$ cat src/rtl/if_fetch_stage.sv
// if_fetch_stage: instruction fetch stage feeding the IF/ID register.
// Holds the PC, issues one word fetch at a time over a req/gnt/rvalid port,
// buffers returned words in a small FIFO and presents them to decode.
// Optional build macro FETCH_PERF_CNT_EN adds fetch / bubble counters.
module if_fetch_stage #(
   parameter int unsigned           ADDR_WIDTH = 32,
   parameter logic [ADDR_WIDTH-1:0] RESET_PC   = ADDR_WIDTH'(32'h0040_0000),
   parameter int unsigned           BUF_DEPTH  = 2
) (
   input  logic                  clk,
   input  logic                  rst_n,
   input  logic                  pc_stall,
   input  logic                  if_id_stall,
   input  logic                  flush,
   input  logic [ADDR_WIDTH-1:0] branch_target,
   output logic                  imem_req,
   output logic [ADDR_WIDTH-1:0] imem_addr,
   input  logic                  imem_gnt,
   input  logic                  imem_rvalid,
   input  logic [31:0]           imem_rdata,
   output logic [31:0]           if_id_instr,
   output logic [ADDR_WIDTH-1:0] if_id_pc4,
   output logic                  if_id_valid
`ifdef FETCH_PERF_CNT_EN
   ,
   output logic [31:0]           perf_fetch_cnt,
   output logic [31:0]           perf_bubble_cnt
`endif
);

   localparam int unsigned           PTR_W      = (BUF_DEPTH > 1) ? $clog2(BUF_DEPTH) : 1;
   localparam int unsigned           CNT_W      = PTR_W + 1;
   localparam int unsigned           ENT_W      = ADDR_WIDTH + 32;
   localparam logic [ADDR_WIDTH-1:0] PC_INC     = ADDR_WIDTH'(32'd4);
   localparam logic [ADDR_WIDTH-1:0] ALIGN_MASK = ~(ADDR_WIDTH'(32'd3));
   localparam logic [CNT_W-1:0]      DEPTH_C    = CNT_W'(BUF_DEPTH);
   localparam logic [CNT_W-1:0]      CNT_ZERO   = {CNT_W{1'b0}};
   localparam logic [CNT_W-1:0]      CNT_ONE    = CNT_W'(32'd1);
   localparam logic [PTR_W-1:0]      PTR_ZERO   = {PTR_W{1'b0}};
   localparam logic [PTR_W-1:0]      PTR_ONE    = PTR_W'(32'd1);

   typedef enum logic [1:0] {
      ST_FETCH    = 2'd0,
      ST_WAIT_RSP = 2'd1,
      ST_DRAIN    = 2'd2
   } state_e;

   state_e                 state_q;
   logic [ADDR_WIDTH-1:0]  pc_q;
   logic [ADDR_WIDTH-1:0]  req_pc_q;
   logic [ENT_W-1:0]       buf_q [BUF_DEPTH];
   logic [PTR_W-1:0]       rd_ptr_q;
   logic [PTR_W-1:0]       wr_ptr_q;
   logic [CNT_W-1:0]       count_q;
   logic [CNT_W-1:0]       count_d;
   logic [31:0]            if_id_instr_q;
   logic [ADDR_WIDTH-1:0]  if_id_pc4_q;
   logic                   if_id_valid_q;

   logic                   req_s;
   logic                   fire_s;
   logic                   push_s;
   logic                   pop_s;
   logic                   bubble_s;
   logic [ENT_W-1:0]       head_s;

   assign head_s      = buf_q[rd_ptr_q];
   assign imem_req    = req_s;
   assign imem_addr   = pc_q;
   assign if_id_instr = if_id_instr_q;
   assign if_id_pc4   = if_id_pc4_q;
   assign if_id_valid = if_id_valid_q;

   // Request gating, buffer push/pop decisions and next occupancy.
   always_comb begin
      req_s    = 1'b0;
      fire_s   = 1'b0;
      push_s   = 1'b0;
      pop_s    = 1'b0;
      bubble_s = 1'b0;
      count_d  = count_q;
      // Only issue when idle, not redirected/stalled, and a slot is guaranteed.
      if (rst_n && (state_q == ST_FETCH) && !flush && !pc_stall && (count_q < DEPTH_C)) begin
         req_s = 1'b1;
      end else begin
         req_s = 1'b0;
      end
      fire_s   = req_s & imem_gnt;
      push_s   = (state_q == ST_WAIT_RSP) & imem_rvalid & ~flush;
      pop_s    = ~flush & ~if_id_stall & (count_q != CNT_ZERO);
      bubble_s = ~flush & ~if_id_stall & (count_q == CNT_ZERO);
      if (flush) begin
         count_d = CNT_ZERO;
      end else if (push_s && !pop_s) begin
         count_d = count_q + CNT_ONE;
      end else if (pop_s && !push_s) begin
         count_d = count_q - CNT_ONE;
      end else begin
         count_d = count_q;
      end
   end

   // Fetch FSM and PC: one request in flight, flush redirects and squashes it.
   always_ff @(posedge clk or negedge rst_n) begin
      if (!rst_n) begin
         state_q  <= ST_FETCH;
         pc_q     <= RESET_PC;
         req_pc_q <= RESET_PC;
      end else if (flush) begin
         pc_q <= branch_target & ALIGN_MASK;
         case (state_q)
            ST_FETCH:    state_q <= ST_FETCH;
            ST_WAIT_RSP: state_q <= imem_rvalid ? ST_FETCH : ST_DRAIN;
            ST_DRAIN:    state_q <= imem_rvalid ? ST_FETCH : ST_DRAIN;
            default:     state_q <= ST_FETCH;
         endcase
      end else begin
         case (state_q)
            ST_FETCH: begin
               if (fire_s) begin
                  req_pc_q <= pc_q;
                  pc_q     <= pc_q + PC_INC;
                  state_q  <= ST_WAIT_RSP;
               end
            end
            ST_WAIT_RSP: begin
               if (imem_rvalid) begin
                  state_q <= ST_FETCH;
               end
            end
            ST_DRAIN: begin
               if (imem_rvalid) begin
                  state_q <= ST_FETCH;
               end
            end
            default: state_q <= ST_FETCH;
         endcase
      end
   end

   // Fetch buffer: circular FIFO of {pc+4, instruction}, cleared on flush.
   always_ff @(posedge clk or negedge rst_n) begin
      if (!rst_n) begin
         for (int i = 0; i < BUF_DEPTH; i++) begin
            buf_q[i] <= {ENT_W{1'b0}};
         end
         rd_ptr_q <= PTR_ZERO;
         wr_ptr_q <= PTR_ZERO;
         count_q  <= CNT_ZERO;
      end else begin
         count_q <= count_d;
         if (flush) begin
            rd_ptr_q <= PTR_ZERO;
            wr_ptr_q <= PTR_ZERO;
         end else begin
            if (push_s) begin
               buf_q[wr_ptr_q] <= {req_pc_q + PC_INC, imem_rdata};
               wr_ptr_q        <= wr_ptr_q + PTR_ONE;
            end
            if (pop_s) begin
               rd_ptr_q <= rd_ptr_q + PTR_ONE;
            end
         end
      end
   end

   // IF/ID register: load buffer head or a bubble; flush forces a bubble.
   always_ff @(posedge clk or negedge rst_n) begin
      if (!rst_n) begin
         if_id_instr_q <= 32'd0;
         if_id_pc4_q   <= {ADDR_WIDTH{1'b0}};
         if_id_valid_q <= 1'b0;
      end else if (flush) begin
         if_id_instr_q <= 32'd0;
         if_id_valid_q <= 1'b0;
      end else if (!if_id_stall) begin
         if (pop_s) begin
            if_id_instr_q <= head_s[31:0];
            if_id_pc4_q   <= head_s[ENT_W-1:32];
            if_id_valid_q <= 1'b1;
         end else begin
            if_id_instr_q <= 32'd0;
            if_id_valid_q <= 1'b0;
         end
      end
   end

`ifdef FETCH_PERF_CNT_EN
   logic [31:0] perf_fetch_q;
   logic [31:0] perf_bubble_q;

   assign perf_fetch_cnt  = perf_fetch_q;
   assign perf_bubble_cnt = perf_bubble_q;

   // Free-running event counters: accepted responses and non-flush bubbles.
   always_ff @(posedge clk or negedge rst_n) begin
      if (!rst_n) begin
         perf_fetch_q  <= 32'd0;
         perf_bubble_q <= 32'd0;
      end else begin
         if (push_s) begin
            perf_fetch_q <= perf_fetch_q + 32'd1;
         end
         if (bubble_s) begin
            perf_bubble_q <= perf_bubble_q + 32'd1;
         end
      end
   end
`endif

endmodule

$ cat config.mk
export PLATFORM = sky130hd
export DESIGN_NAME = if_fetch_stage
export DESIGN_NICKNAME = d
export VERILOG_FILES = /design/src/rtl/if_fetch_stage.sv
export SDC_FILE = /design/constraint.sdc
export NUM_CORES = 1
export LEC_CHECK = 0
export CORE_MARGIN = 3
export CORE_UTILIZATION = 52
export DETAILED_ROUTE_END_ITERATION = 8
export GPL_TIMING_DRIVEN = 0
export PLACE_DENSITY = 0.74
export SETUP_SLACK_MARGIN = 0.05
export SLEW_MARGIN = 20
export SYNTH_ARGS = -nofsm -noshare
export SYNTH_HDL_FRONTEND = slang
export SYNTH_SLANG_ARGS = --single-unit
$ cat constraint.sdc
create_clock -name clk -period 5.8 [get_ports clk]
set_input_delay 1.45 -clock clk [delete_from_list [all_inputs] [get_ports clk]]
set_output_delay 1.45 -clock clk [all_outputs]
set_load 0.005 [all_outputs]
# Yosys cells after proc, flatten, opt, wreduce, memory -nomap -nowiden
# Cells that the tools add are included.
[totals] reg_bits=263 inputBits=71 out_inout_bits=98 word_cells=88
[op_classes] n_addsub=6 order_cmp=4 n_eq_ne=5 n_mux=29 bitwise=9 reduce_logical=24
[op_table] op="$mux W64" n=4
[op_table] op="$mux W32" n=6
[op_table] op="$bwmux W128" n=1
[op_table] op="$add A32 B3 Y32 const B" n=2
[op_table] op="$demux W64 S1" n=1
[op_table] op="$mux W2" n=8
[op_table] op="$reduce_bool A2 Y1" n=5
[op_table] op="$mux W1" n=8
[op_table] op="$logic_and A1 B1 Y1" n=7
[op_table] op="$reduce_and A2 Y1" n=3
[op_table] op="$reduce_and A3 Y1" n=2
[op_table] op="$and A1 B1 Y1" n=5
[op_table] op="$ge A2 B2 Y1 const B" n=2
[op_table] op="$logic_not A1 Y1" n=4
[op_table] op="$not A1 Y2" n=2
[op_table] op="$pmux W2 S2" n=1
[op_table] op="$ne A3 B1 Y1 const B" n=1
[op_table] op="$ne A3 B3 Y1 const B" n=1
[op_table] op="$reduce_bool A3 Y1" n=1
[op_table] op="$add A1 B1 Y1 const B" n=2
[op_table] op="$add A2 B1 Y2 const B" n=1
[op_table] op="$eq A2 B1 Y1 const B" n=1
[op_table] op="$eq A2 B2 Y1 const B" n=1
[op_table] op="$logic_not A2 Y1" n=1
[op_table] op="other kinds (6)" n=7

# Depth between registers and ports, before layout
# Gate-level depths: netlist of run 1.
[depth] word_depth=10 ltp_mapped=9 depth_no_buf=7

# Least setup slack after synthesis of run 1
# Ideal clock, no wire load.
[synth_path] path_kind="input-to-output" start="input flush" end="output imem_req" arrival_time_ps=2202 required_ps=4350 slack_ps=2148 path_stages=4 path_buffers=3 path_cell_list="buf_6 > clkbuf_1 > clkbuf_1 > nor3_1"
[synth_via] elab_chain_cells=5
[synth_lines] item="start, declared" line="14" text="input logic flush,"
[synth_lines] item="$logic_not A1 Y1" line="83" text="if (rst_n && (state_q == ST_FETCH) && !flush && !pc_stall && (count_q < DEPTH_C)) begin"
[synth_lines] item="$logic_and A1 B1 Y1 (3 in a row)" line="83"
[synth_lines] item="$mux W1" line="83"
[synth_lines] item="end, declared" line="16" text="output logic imem_req,"
# Every way passes these cells.

# Worst setup path after layout of run 1
[layout_path] start="input rst_n" end="output imem_req"
[layout_via] elab_chain_cells=5
[layout_lines] item="start, declared" line="11" text="input logic rst_n,"
[layout_lines] item="$logic_and A1 B1 Y1 (4 in a row)" line="83"
[layout_lines] item="$mux W1" line="83"
# Every way passes these cells.

==> impl_metrics.csv, run 1 <==
group,metric,value,unit
timing,slew_headroom,37.79,%
floorplanning,ios,169,
timing,fin_ws,0.8880,ns
drt,drt-initial-drc-count,555,
finish,design_area,0.01397,mm²
synthesis,ys_seq_area_share,57.15,%
clock_tree,clock-root-buffer,"clkbuf_16",
pwr,finalPower,4.310,mW
pwr,pwr-share-clk,38.0,%
floorplanning,die_width,152.0,µm
floorplanning,die-area,0.02310,mm²
drt,wl,26.32,mm
clock_tree,cts_buffers,26,
worst_hold_path,hp-class,"reg -> reg",
worst_hold_path,hold_start,"if_id_instr[17]",
clock_tree,cts_setup_buffers,0,
synthesis,synth_edf_count,0,
placed_design,place_ws,0.8630,ns
finish,mostFrequentLayoutCell,"dfrtp_1",
synthesis,syn_area,0.01108,mm²
drt,avgViaCountPerCell,5.508,
worst_setup_path,critPathBufInv,3,
synthesis,yosysUniqueCellTypes,49,
clock_tree,cts_hold_buf,0,
global_route,grt_pass1_wl,43.33,mm
timing,max_clock_freq,203.6,MHz
clock_tree,cts_tree,"built",
global_route,grt.total_usage,22.45,%
worst_setup_path,required,4.35,ns
synthesis,yosys.area.top_type_share,56.67,%
synthesis,ys_warn_count,0,
timing,setup_tns,0,ns
timing,slew_violations,0,
drt,drtPass1Iterations,5,
clock_tree,clk_pin_slew,0.06,ns
synthesis,netlist_instances,1047,
worst_hold_path,hold_end,"if_id_instr[17]",
pwr,power_density,308.5,mW/mm²
worst_setup_path,cp_slowest_stage_delay,0.54,ns
drt,drcViolationCount,0,
placed_design,routabilityCongestion,0.8623,
pwr,switching_share,25.50,%
worst_hold_path,worstHoldPathCells,2,
placed_design,dp_cells,1483,
finish,post-route-util,67.93,%
finish,layout_common_cells,"dfrtp_1 (251), nand2_1 (213), clkdlybuf4s50_1 (160), o21ai_0 (110), mux2_2 (66)",
timing,fin_crit,4.912,ns
clock_tree,clkLatencyLatePin,0.52,ns
finish,nFillCells,1643,
clock_tree,clock-sinks,253,
placed_design,io_buffers,161,
finish,drive_above_1_share,10.56,%
drt,antenna_left,0,
drt,vias,8427,
worst_setup_path,worst_path_max_delay_cell,"clkdlybuf4s50_1",
global_route,grt-ovfl-total,0,
clock_tree,ctsResizeCount,0,
worst_setup_path,reg2reg_from,"state_q[0]",
floorplanning,core.rowCount,52,
worst_setup_path,path_class,"in -> out",
synthesis,synthFlopType,"dfrtp_1",
finish,syn_to_final_growth,26.02,%
finish,final_nets,1316,
run,drv_cap,0,
placed_design,hpwl,18.55,mm
worst_setup_path,crit_family,"buffers and inverters",
outcome,outcome,"complete, no violations",
clock_tree,clock_path_buffers,3,
worst_setup_path,reg2reg_setup_slack,3.15,ns
timing,timing.hold.ws,0.4747,ns
synthesis,avgSynthCellArea,10.59,µm²
worst_setup_path,rr_worst_depth,9,
floorplanning,start_util,53.91,%
worst_setup_path,cp-start-kind,"primary input",
synthesis,synth_seq_cells,253,
finish,instances_no_fill,1530,
global_route,antenna_found_initial,0,
pwr,p_comb_share,12.6,%
timing,min_period_over_period,84.69,%
timing,rsz0062_at_grt,"false",
pwr,p_int,3.211,mW
global_route,grt_pass1_vias,8342,
finish,num_antenna_cells,0,
synthesis,yosys-top-cells-area,"dfrtp_1 (57%), nand2_1 (7.2%), mux2_2 (6.7%), mux2i_1 (5.7%), o21ai_0 (5.0%)",
worst_setup_path,end_kind,"primary output",
floorplanning,die_h,152.0,µm
pwr,p_switching,1.099,mW
pwr,p_leak,6.054,nW
timing,hold_viol_final,0,
worst_setup_path,critPathArrivalTime,3.46,ns
clock_tree,h-tree-depth,1,
timing,max_slew.worst_pin.slew,0.9260,ns
worst_setup_path,cp_max_fo,99,
timing,finalSetupViolCount,0,
drt,wl_per_cell,17.20,µm
global_route,grt_max_degree,104,
floorplanning,coreArea,0.02056,mm²
synthesis,synth_area_leader_cell,"dfrtp_1",
worst_setup_path,crit_chain,"buf_8 > buf_16 > nand3b_1 > nor3_1 > clkdlybuf4s50_1",
placed_design,place_area,0.01310,mm²
pwr,ir_drop,0.0001857,V
timing,skew,0.01783,ns
worst_setup_path,reg2reg_to,"req_pc_q[6]",
synthesis,async_flop_share,100.0,%
pwr,seq_power_share,49.3,%
registers in the layout, summed over array words and instances (netlist names):
| register | count |
|---|---|
| wr_ptr_q | 1 |
| imem_addr | 30 |
| if_id_pc4 | 30 |
| rd_ptr_q | 1 |
| if_id_instr | 32 |
| req_pc_q | 30 |
| if_id_valid | 1 |
| state_q | 2 |
| buf_q | 124 |
| count_q | 2 |
routing by layer:
layer  share of wire (%)  up-vias  routed length, µm  GRT usage, %
met5                   0        -                  0             0
met4                 1.8        0                468         4.495
met3                 5.4       39               1411         3.413
met2                  47      243              12410         36.56
met1                  46     4146              12030         32.54
li1                    -     3999                  -             -
tightest hold or removal path: stages, from the launching register on:
cell     delay, ns
dfrtp_1       0.34
nand2_1       0.05
o21ai_0       0.06
cells by family (layout without fill, tap and decap cells):
family	Yosys count	in the layout	synth area share, %
AND/OR/NAND/NOR	369	369	15.14
other	1	4	0.03384
buffers and inverters	71	281	2.676
multiplexers	129	129	12.40
XOR/XNOR	44	44	3.477
adder cells (fa/ha/maj)	4	4	0.4516
flip-flops	253	253	57.15
AO/OA/AOI/OAI	176	176	8.681
cells in the mapped netlist (all sizes together) (17+ instances only):
library cell / n
dfrtp: 251
nand2: 213
nor2: 44
a21oi: 37
nand4: 21
mux2: 66
nand3: 32
clkbuf: 45
o21ai: 115
buf: 17
mux2i: 63
xor2: 31
power by group through the flow:
stage	clock network, mW	registers (mW)	logic [mW]
global route	1.76	2.15	0.613
global placement	0	2.15	0.524
detailed placement	0	2.15	0.542
floorplan	0	2.11	0.306
finish	1.64	2.13	0.544
CTS	1.68	2.12	0.548
worst max-delay path by stage:
stage	start	end	cells after the start
global placement	rst_n	imem_req	4
global route	rst_n	imem_req	5
finish	rst_n	imem_req	5
CTS	rst_n	imem_req	5
detailed placement	rst_n	imem_req	5
floorplan	flush	imem_req	4
area by class of cell:
cell class | instances | area [µm²] | area share [%]
Sequential cell | 253 | 6334 | 45.35
Multi-Input combinational cell | 726 | 4469 | 32.00
Timing Repair Buffer | 163 | 1672 | 11.97
Clock buffer | 39 | 790.8 | 5.662
Tap cell | 270 | 337.8 | 2.419
Buffer | 62 | 262.8 | 1.881
Clock inverter | 8 | 67.56 | 0.4837
Inverter | 9 | 33.78 | 0.2419
Note: power is estimated with default switching activity, not from simulation.
==> run 2, diff against run 1 <==
==> constraint.sdc (replaced) <==
create_clock -name clk -period 4.9 [get_ports clk]
set_input_delay 1.225 -clock clk [delete_from_list [all_inputs] [get_ports clk]]
set_output_delay 1.225 -clock clk [all_outputs]
set_load 0.005 [all_outputs]
==> results of run 2 <==
The final DEF is identical to that of run 1. Status: complete, no violations.
Among the figures that moved: setup slack after placement 0.8630 ns -> 0.4130 ns; setup slack after layout 0.8880 ns -> 0.4380 ns; register-to-register setup slack 3.15 ns -> 2.25 ns; total power 4.310 mW -> 5.101 mW; worst IR drop on VDD 0.0001857 V -> 0.0002198 V
